## src/rtl/mega99_wb_pkg.sv

```systemverilog
// Shared types and constants for the mega99 8-bit Wishbone debug/loader bus.
//   arb_state_t : arbiter ownership state (IDLE, OWN0, OWN1)
//   M0 / M1     : master indices, also used as grant_o bit positions and last-grant encoding
//   WB_DAT_BITS : data bus width
//   TIMEOUT     : default watchdog timeout in cycles
package mega99_wb_pkg;

  typedef enum logic [1:0] {
    IDLE = 2'd0,
    OWN0 = 2'd1,
    OWN1 = 2'd2
  } arb_state_t;

  localparam int unsigned M0          = 0;
  localparam int unsigned M1          = 1;
  localparam int unsigned WB_DAT_BITS = 8;
  localparam int unsigned TIMEOUT     = 255;
  localparam int unsigned WD_CNT_BITS = 16;
  localparam int unsigned TO_CNT_BITS = 8;

  // One-hot grant vector for a given ownership state.
  function automatic logic [1:0] grant_of(arb_state_t st);
    logic [1:0] g;
    g = 2'b00;
    if (st == OWN0) g[M0] = 1'b1;
    if (st == OWN1) g[M1] = 1'b1;
    return g;
  endfunction

endpackage

```

## src/rtl/wb_watchdog.sv

```systemverilog
// No-ack watchdog for the shared slave port.
// Counts consecutive cycles of an unacknowledged owner strobe; on the terminal cycle it raises
// to_hit (which the top uses to kill the slave strobe and signal err), then restarts.
// Ports:
//   clk, reset   : clock, asynchronous active-high reset
//   stb          : raw owner strobe (owner cyc & stb, before to_hit masking)
//   ack          : slave ack
//   to_hit       : terminal cycle reached without ack (combinational)
//   timeout_cnt  : saturating count of watchdog hits since reset
module wb_watchdog
  import mega99_wb_pkg::*;
#(
  parameter int unsigned timeout_cyc = TIMEOUT
) (
  input  logic                   clk,
  input  logic                   reset,
  input  logic                   stb,
  input  logic                   ack,
  output logic                   to_hit,
  output logic [TO_CNT_BITS-1:0] timeout_cnt
);

  localparam logic [WD_CNT_BITS-1:0] TermCnt = WD_CNT_BITS'(timeout_cyc - 1);
  localparam logic [TO_CNT_BITS-1:0] CntMax  = '1;

  logic [WD_CNT_BITS-1:0] wd_cnt_q, wd_cnt_d;
  logic [TO_CNT_BITS-1:0] to_cnt_q, to_cnt_d;

  // An ack on the terminal cycle wins over the timeout.
  assign to_hit = stb & ~ack & (wd_cnt_q == TermCnt);

  always_comb begin
    wd_cnt_d = wd_cnt_q + 1'b1;
    // The visible slave strobe is low on a hit, so the count restarts just as for an idle strobe.
    if (!stb || ack || to_hit) begin
      wd_cnt_d = '0;
    end
  end

  always_comb begin
    to_cnt_d = to_cnt_q;
    if (to_hit && (to_cnt_q != CntMax)) begin
      to_cnt_d = to_cnt_q + 1'b1;
    end
  end

  always_ff @(posedge clk or posedge reset) begin
    if (reset) begin
      wd_cnt_q <= '0;
      to_cnt_q <= '0;
    end else begin
      wd_cnt_q <= wd_cnt_d;
      to_cnt_q <= to_cnt_d;
    end
  end

  assign timeout_cnt = to_cnt_q;

endmodule

```

## src/rtl/wb_arbiter2.sv

```systemverilog
// Two-master arbiter for the 8-bit Wishbone debug/loader bus into mainboard.
// m0 (host) and m1 (loader/debug) share one slave port; ownership is granted from IDLE,
// round-robin on simultaneous requests, held until the owner drops cyc (no preemption).
// A watchdog forces err on the owner when the slave never acks (unmapped windows).
// Ports:
//   clk, reset                  : clock, asynchronous active-high reset
//   mN_adr/dat/we/sel/stb/cyc_i : master N request side
//   mN_dat/ack/err_o            : master N return side (zero when not owner)
//   s_adr/dat/we/sel/stb/cyc_o  : slave request side, combinational from the owner
//   s_dat_i, s_ack_i            : slave return side
//   grant_o                     : registered one-hot owner, [0]=m0, [1]=m1
//   timeout_cnt_o               : saturating count of watchdog errors
module wb_arbiter2
  import mega99_wb_pkg::*;
#(
  parameter int unsigned adr_bits    = 24,
  parameter int unsigned timeout_cyc = TIMEOUT
) (
  input  logic                   clk,
  input  logic                   reset,
  // master 0
  input  logic [0:adr_bits-1]    m0_adr_i,
  input  logic [WB_DAT_BITS-1:0] m0_dat_i,
  output logic [WB_DAT_BITS-1:0] m0_dat_o,
  input  logic                   m0_we_i,
  input  logic                   m0_sel_i,
  input  logic                   m0_stb_i,
  input  logic                   m0_cyc_i,
  output logic                   m0_ack_o,
  output logic                   m0_err_o,
  // master 1
  input  logic [0:adr_bits-1]    m1_adr_i,
  input  logic [WB_DAT_BITS-1:0] m1_dat_i,
  output logic [WB_DAT_BITS-1:0] m1_dat_o,
  input  logic                   m1_we_i,
  input  logic                   m1_sel_i,
  input  logic                   m1_stb_i,
  input  logic                   m1_cyc_i,
  output logic                   m1_ack_o,
  output logic                   m1_err_o,
  // slave
  output logic [0:adr_bits-1]    s_adr_o,
  output logic [WB_DAT_BITS-1:0] s_dat_o,
  output logic                   s_we_o,
  output logic                   s_sel_o,
  output logic                   s_stb_o,
  output logic                   s_cyc_o,
  input  logic [WB_DAT_BITS-1:0] s_dat_i,
  input  logic                   s_ack_i,
  // status
  output logic [1:0]             grant_o,
  output logic [7:0]             timeout_cnt_o
);

  localparam logic [WB_DAT_BITS-1:0] DatErr = '1;

  arb_state_t state_q;
  logic       last_q;   // last master that released the bus (0 = m0, 1 = m1)
  logic [1:0] grant_q;

  logic own0, own1;
  logic owner_stb;      // owner cyc & stb, before watchdog masking
  logic to_hit;

  // ---------------------------------------------------------------------------
  // Ownership FSM with registered grant
  // ---------------------------------------------------------------------------
  always_ff @(posedge clk or posedge reset) begin
    if (reset) begin
      state_q <= IDLE;
      last_q  <= 1'(M1);
      grant_q <= 2'b00;
    end else begin
      unique case (state_q)
        IDLE: begin
          // m0 wins unless m1 also requests and m0 was served last.
          if (m0_cyc_i && (!m1_cyc_i || (last_q == 1'(M1)))) begin
            state_q <= OWN0;
            grant_q <= grant_of(OWN0);
          end else if (m1_cyc_i) begin
            state_q <= OWN1;
            grant_q <= grant_of(OWN1);
          end
        end
        OWN0: begin
          if (!m0_cyc_i) begin
            state_q <= IDLE;
            grant_q <= grant_of(IDLE);
            last_q  <= 1'(M0);
          end
        end
        OWN1: begin
          if (!m1_cyc_i) begin
            state_q <= IDLE;
            grant_q <= grant_of(IDLE);
            last_q  <= 1'(M1);
          end
        end
        default: begin
          state_q <= IDLE;
          grant_q <= grant_of(IDLE);
        end
      endcase
    end
  end

  assign grant_o = grant_q;
  assign own0    = (state_q == OWN0);
  assign own1    = (state_q == OWN1);

  // ---------------------------------------------------------------------------
  // Slave-side mux; follows the owner's cyc combinationally so a dropped cyc
  // (or an async reset) removes the request from the slave in the same cycle.
  // ---------------------------------------------------------------------------
  always_comb begin
    s_adr_o   = '0;
    s_dat_o   = '0;
    s_we_o    = 1'b0;
    s_sel_o   = 1'b0;
    s_cyc_o   = 1'b0;
    owner_stb = 1'b0;
    if (own0) begin
      s_adr_o   = m0_adr_i;
      s_dat_o   = m0_dat_i;
      s_we_o    = m0_we_i;
      s_sel_o   = m0_sel_i;
      s_cyc_o   = m0_cyc_i;
      owner_stb = m0_cyc_i & m0_stb_i;
    end else if (own1) begin
      s_adr_o   = m1_adr_i;
      s_dat_o   = m1_dat_i;
      s_we_o    = m1_we_i;
      s_sel_o   = m1_sel_i;
      s_cyc_o   = m1_cyc_i;
      owner_stb = m1_cyc_i & m1_stb_i;
    end
  end

  assign s_stb_o = owner_stb & ~to_hit;

  // ---------------------------------------------------------------------------
  // Return path; non-owner sees all zeros, the owner sees 8'hff on a timeout.
  // ---------------------------------------------------------------------------
  always_comb begin
    m0_ack_o = 1'b0;
    m0_err_o = 1'b0;
    m0_dat_o = '0;
    m1_ack_o = 1'b0;
    m1_err_o = 1'b0;
    m1_dat_o = '0;
    if (own0) begin
      m0_ack_o = s_ack_i & m0_cyc_i & m0_stb_i;
      m0_err_o = to_hit;
      m0_dat_o = to_hit ? DatErr : s_dat_i;
    end else if (own1) begin
      m1_ack_o = s_ack_i & m1_cyc_i & m1_stb_i;
      m1_err_o = to_hit;
      m1_dat_o = to_hit ? DatErr : s_dat_i;
    end
  end

  // ---------------------------------------------------------------------------
  // Watchdog
  // ---------------------------------------------------------------------------
  wb_watchdog #(
    .timeout_cyc(timeout_cyc)
  ) u_watchdog (
    .clk        (clk),
    .reset      (reset),
    .stb        (owner_stb),
    .ack        (s_ack_i),
    .to_hit     (to_hit),
    .timeout_cnt(timeout_cnt_o)
  );

endmodule

```

## config.mk

```make
export PLATFORM = sky130hd
export DESIGN_NAME = wb_arbiter2
export DESIGN_NICKNAME = d
export VERILOG_FILES = /design/src/rtl/mega99_wb_pkg.sv /design/src/rtl/wb_watchdog.sv /design/src/rtl/wb_arbiter2.sv
export SDC_FILE = /design/constraint.sdc
export NUM_CORES = 1
export LEC_CHECK = 0
export CORE_MARGIN = 2
export CORE_UTILIZATION = 34
export DETAILED_ROUTE_END_ITERATION = 7
export PLACE_DENSITY = 0.81
export SLEW_MARGIN = 10
export SYNTH_ARGS = -nofsm -noshare
export SYNTH_HDL_FRONTEND = slang
export SYNTH_SLANG_ARGS = --single-unit
```

## constraint.sdc

```tcl
create_clock -name clk -period 2.65 [get_ports clk]
set_clock_uncertainty 0.1 [all_clocks]
set_input_delay 0.53 -clock clk [delete_from_list [all_inputs] [get_ports clk]]
set_output_delay 0.53 -clock clk [all_outputs]
set_load 0.005 [all_outputs]
```

# After elaboration in Yosys (flattened, before gate mapping)

Index checks and enable logic that the tools add are counted.

Add/subtract/negate cells: 2
Equal/unequal tests: 7
Mux-type cells: 31
Bitwise gates (word level): 11
Reductions and logical operators: 11

Operators with widths:

| operator                                              | number |
|---|---|
| 2-to-1 mux 24 bit                                     | 2 |
| 2-to-1 mux 8 bit                                      | 6 |
| adder 16 x 1 -> 16 bit (second input constant)        | 1 |
| equality test 16 x 8 -> 1 bit (second input constant) | 1 |
| 2-to-1 mux 1 bit                                      | 16 |
| 2-to-1 mux 16 bit                                     | 1 |
| bitwise AND 1 bit                                     | 9 |
| adder 8 x 1 -> 8 bit (second input constant)          | 1 |
| 2-to-1 mux 2 bit                                      | 4 |
| != test 8 bit (second input constant)                 | 1 |
| case mux 2 bit (3 select lines)                       | 1 |
| AND reduction 3 bit                                   | 2 |
| != test 2 bit (second input constant)                 | 2 |
| logical OR 1 bit                                      | 3 |
| != test 3 bit (second input constant)                 | 1 |
| equality test 2 x 1 -> 1 bit (second input constant)  | 1 |
| equality test 2 bit (second input constant)           | 1 |
| logical AND 1 bit                                     | 2 |
| logical NOT 1 bit                                     | 2 |
| logical NOT 2 bit                                     | 1 |
| inverter 1 bit                                        | 2 |
| case mux 1 bit (2 select lines)                       | 1 |
| nonzero test 2 bit                                    | 1 |

Register bits after elaboration: 27
Bits of input ports: 83
Word-level logic and storage cells: 66

# Depth between registers and ports, before layout

Gate-level depths: netlist (run 1).

Depth in word-level cells: 8
Mapped depth: 8

# Hierarchy

Synthesis (run 1) repeated with hierarchy kept, for this count alone.

Cells, all modules: 220
Area total of the unflattened synthesis: 1955.6 µm²

By module, submodules not included:

| module      | times used | cells an instance | area an instance (µm²) | sequential area each (µm²) |
|---|---|---|---|---|
| wb_watchdog | 1          | 122               | 1249.9                 | 600.6 |
| wb_arbiter2 | 1          | 98                | 705.7                  | 76.3 |

# Worst setup path after synthesis (run 1)

OpenSTA, ideal clock, no wires.

Path kind: flip-flop to output port
Start: register u_watchdog.wd_cnt_q[0]
End: output m0_dat_o[0]
Data arrival time: 1.557 ns
Data required time: 2.020 ns
Path slack: 0.463 ns
Cell stages (with the launch flop): 9
Cell sequence: dfrtp_1 > inv_1 > ha_1 > nor4b_4 > nand4b_4 > buf_6 > nor2_4 > buf_4 > o21a_1

Cells in the longest elaborated chain, start to end: 4

RTL lines:

| element                       | RTL line           | RTL |
|---|---|---|
| from (decl)                   | wb_watchdog.sv:26  | `logic [WD_CNT_BITS-1:0] wd_cnt_q, wd_cnt_d;` |
| from (signal assigned)        | wb_watchdog.sv:52  | `wd_cnt_q <= wd_cnt_d;` |
| equality test 16 x 8 -> 1 bit | wb_watchdog.sv:30  | `assign to_hit = stb & ~ack & (wd_cnt_q == TermCnt);` |
| bitwise AND 1 bit             | wb_watchdog.sv:30  |  |
| 2-to-1 mux 8 bit              | wb_arbiter2.sv:154 | `m0_dat_o = to_hit ? DatErr : s_dat_i;` |
| 2-to-1 mux 8 bit              | wb_arbiter2.sv:151 | `if (own0) begin` |
| to (decl)                     | wb_arbiter2.sv:24  | `output logic [WB_DAT_BITS-1:0] m0_dat_o,` |

No other way between the ends.

# Worst setup path after layout (run 1)

Start: input m1_cyc_i
End: output s_cyc_o

Cells in the longest elaborated chain, start to end: 2

RTL lines:

| element          | RTL line           | RTL |
|---|---|---|
| from (decl)      | wb_arbiter2.sv:38  | `input logic m1_cyc_i,` |
| 2-to-1 mux 1 bit | wb_arbiter2.sv:129 | `end else if (own1) begin` |
| 2-to-1 mux 1 bit | wb_arbiter2.sv:122 | `if (own0) begin` |
| to (decl)        | wb_arbiter2.sv:47  | `output logic s_cyc_o,` |

No other way between the ends.

==> results of run 1 <==
==> per-layer routing <==
metal	track usage (%)	wire [um]
met5	0	0
met4	4.746	102
met3	6.222	584
met2	39.83	4012
met1	24.51	2889
==> final cells by class <==
| type | count | area, um2 |
|---|---|---|
| Tap cell | 72 | 90.09 |
| Multi-Input combinational cell | 160 | 1227 |
| Inverter | 8 | 30.03 |
| Clock buffer | 4 | 45.04 |
| Fill cell | 424 | 1694 |
| Timing Repair Buffer | 181 | 1775 |
| Sequential cell | 27 | 678.2 |
==> flip-flops by register name (all words and copies together) (netlist names) <==
name / count
last_q: 1
u_watchdog.timeout_cnt: 8
grant_o: 2
u_watchdog.wd_cnt_q: 16
==> path summary, 6_finish.rpt <==
path,startpoint,to,slack [ps],cells past startpoint
max,m1_cyc_i,s_cyc_o,-10,5
min,last_q,last_q,400,2
max reg2reg,grant_o[1],u_watchdog.timeout_cnt[7],330,8
min reg2reg,last_q,last_q,400,2
max in group asynchronous,reset,last_q,1630,3
min in group asynchronous,reset,u_watchdog.timeout_cnt[1],510,3
==> power groups by stage <==
stage                     clock network [mW]  registers (mW)  logic (mW)
after detailed placement                   0           0.456       0.756
after global routing                   0.256           0.448       0.860
final                                  0.232           0.446       0.810
after CTS                              0.240           0.448       0.754
after floorplan                            0           0.456       0.252
after global placement                     0           0.455       0.747
==> cells by family (layout without fill, tap and decap cells) <==
| family | Yosys count | count (layout) | share of synthesized area, % |
|---|---|---|---|
| multiplexers | 3 | 3 | 1.723 |
| flip-flops | 27 | 27 | 34.52 |
| AND/OR/NAND/NOR | 76 | 76 | 24.63 |
| adder cells (fa/ha/maj) | 3 | 3 | 1.915 |
| AO/OA/AOI/OAI | 61 | 61 | 24.76 |
| buffers and inverters | 21 | 193 | 4.849 |
| XOR/XNOR | 17 | 17 | 7.594 |
==> through the flow <==
stage                     setup TNS (ps)  instance area (um2)  hold slack, ps
final                             -18.01                 3846           400.0
after global routing               -1016                 3846           459.7
after global placement             -4449                 3652           383.1
after CTS                         -267.4                 3786           403.3
after detailed placement           -5209                 3652           390.8
after floorplan                        0                 1961           367.0
==> timing repair <==
action                                  in CTS  in global routing
hold buffers                                 0                  0
setup buffers                                5                  7
endpoints found under the setup margin      53                 47
gates resized for setup                     47                 43
gates cloned                                 1                  2
pin swaps                                    4                  7
==> cells in the final DEF (no fill, tap or decap), drive strengths merged, types with 7 or more instances in the layout <==
master         Yosys  final
nor4               7      7
xor2               8      8
inv                8      8
dfrtp             26     26
clkdlybuf4s50      0    118
a22o              34     34
nand3              8      8
buf                4     40
o21a              17     17
xnor2              9      9
nor3               9      9
nor2              25     25
nand2             11     11
clkbuf             9     13
dlymetal6s2s       0     10
==> worst min-delay path: cells and delay by family, from the launching register on <==
family,cells,cell delay [ps]
flops,1,390
compound gates,1,60
simple gates,1,50
==> flow_summary.ini, run 1 <==
[clock_tree]
cts_buffers = 3
clock_path_buffers = 2
insertion_delay_ps = 270
clkTransAtPathRegs_ps = 80
htreeDepth = 1
cts_tree = yes
cts_sinks = 27
clockRootBuffer = clkbuf_8

[placement]
place_ws_ps = -300.7
gp_congestion = 0.7809
placed_cells = 434
io_buffers = 148
place.detailed.hpwl_mm = 5.537

[sta]
max_freq_mhz = 375.8
drv_slew = 0
final_hold_viol_count = 0
fin_crit_ps = 2661
rsz0062_at_grt = yes
finalWorstSetupSlack_ps = -11.30
maxSlewHeadroom_pct = 70.86
period_share_pct = 100.4
setup_viol = 3
tightest_slew_ps = 434.8

[status]
status = finished with violations
violations = setup timing

[synth]
synth_area_per_cell_um2 = 9.426
netlist_area_mm2 = 0.001961
synth.area.top_cells = dfrtp_1 33%, a22o_1 15%, o21a_1 6.5%, nor2_1 4.6%, xnor2_1 4.0%
synth.most_common_cell = a22o_1
synthTopCellsByCount = 34 x a22o_1, 26 x dfrtp_1, 24 x nor2_1
synth-edff-count = 0
yosysWarnings = 0
synth_cell_types = 39
synthArstFlopShare_pct = 100.0
syn-num-nets = 294
synth_top_area_cell = dfrtp_1
ys.flop_type = dfrtp_1
postSynthCellCount = 208
synth_top_area_share_pct = 33.18
synth_seq_cells = 27
yosysSeqAreaShare_pct = 34.52

[setup_path]
slowest_delay_ps = 600
crit_chain = clkdlybuf4s50_1 > buf_4 > nand2_1 > o21ai_0 > clkdlybuf4s50_1
worstPathRequired_ps = 2020
worstPathMaxFanout = 3
worst_ep_arrival_time_ps = 2030
cp_slowest_cell = clkdlybuf4s50_1
path_delay_family = buffers and inverters
critPathKind = in2out
worst_setup_path_end_kind = output port
cp-start-kind = input port
crit_top_cell = clkdlybuf4s50_1
critPathBufInv = 3

[global_routing]
track_usage_pct = 21.64
grt_max_degree = 41
grt_pass1_wl_mm = 11.07
grt_pass1_vias = 2323
grt-ovfl-total = 0
antenna_found_initial = 0

[run]
drv_cap = 0

[die]
die_w_um = 79.94
core_mm2 = 0.005540
start_util_pct = 35.39
dieHeight_um = 79.94
ios = 149
die_area_mm2 = 0.006390
fp-row-count = 27

[pwr]
p_int_mw = 1.047
power_density_mw_per_mm2 = 387.0
leakagePower_nw = 1.728
seqPwrFrac_pct = 30.0
power_mw = 1.489
power_frac_clock_pct = 15.6
combPwrFrac_pct = 54.4
p_sw_share_pct = 29.69
ir_worst_vdd_uv = 168.5
power.switching_uw = 441.9

[route]
ant_nets = 0
vias = 2332
vias_per_cell = 5.159
wl_per_cell_um = 16.79
detailedRoute.firstIterationViolations = 94
first_pass_iters = 4
totalWireLength_mm = 7.588
drcViolationCount = 0

[cells_and_area]
drive_above_1_share_pct = 19.21
syn_to_final_growth_pct = 96.17
postLayoutCoreUtil_pct = 69.42
final_nets = 467
diodes = 0
final_cells = 452

[hold_path]
worstHoldPathType = reg2reg
Note: power is estimated with default switching activity, not from simulation.
==> inputs of run 2 (changes only) <==
--- a/config.mk
+++ b/config.mk
@@ -9,7 +9,6 @@
 export CORE_UTILIZATION = 34
 export DETAILED_ROUTE_END_ITERATION = 7
 export PLACE_DENSITY = 0.81
-export SLEW_MARGIN = 10
 export SYNTH_ARGS = -nofsm -noshare
 export SYNTH_HDL_FRONTEND = slang
 export SYNTH_SLANG_ARGS = --single-unit
==> results of run 2 <==
The final DEF is identical to that of run 1; final timing and power are the same.
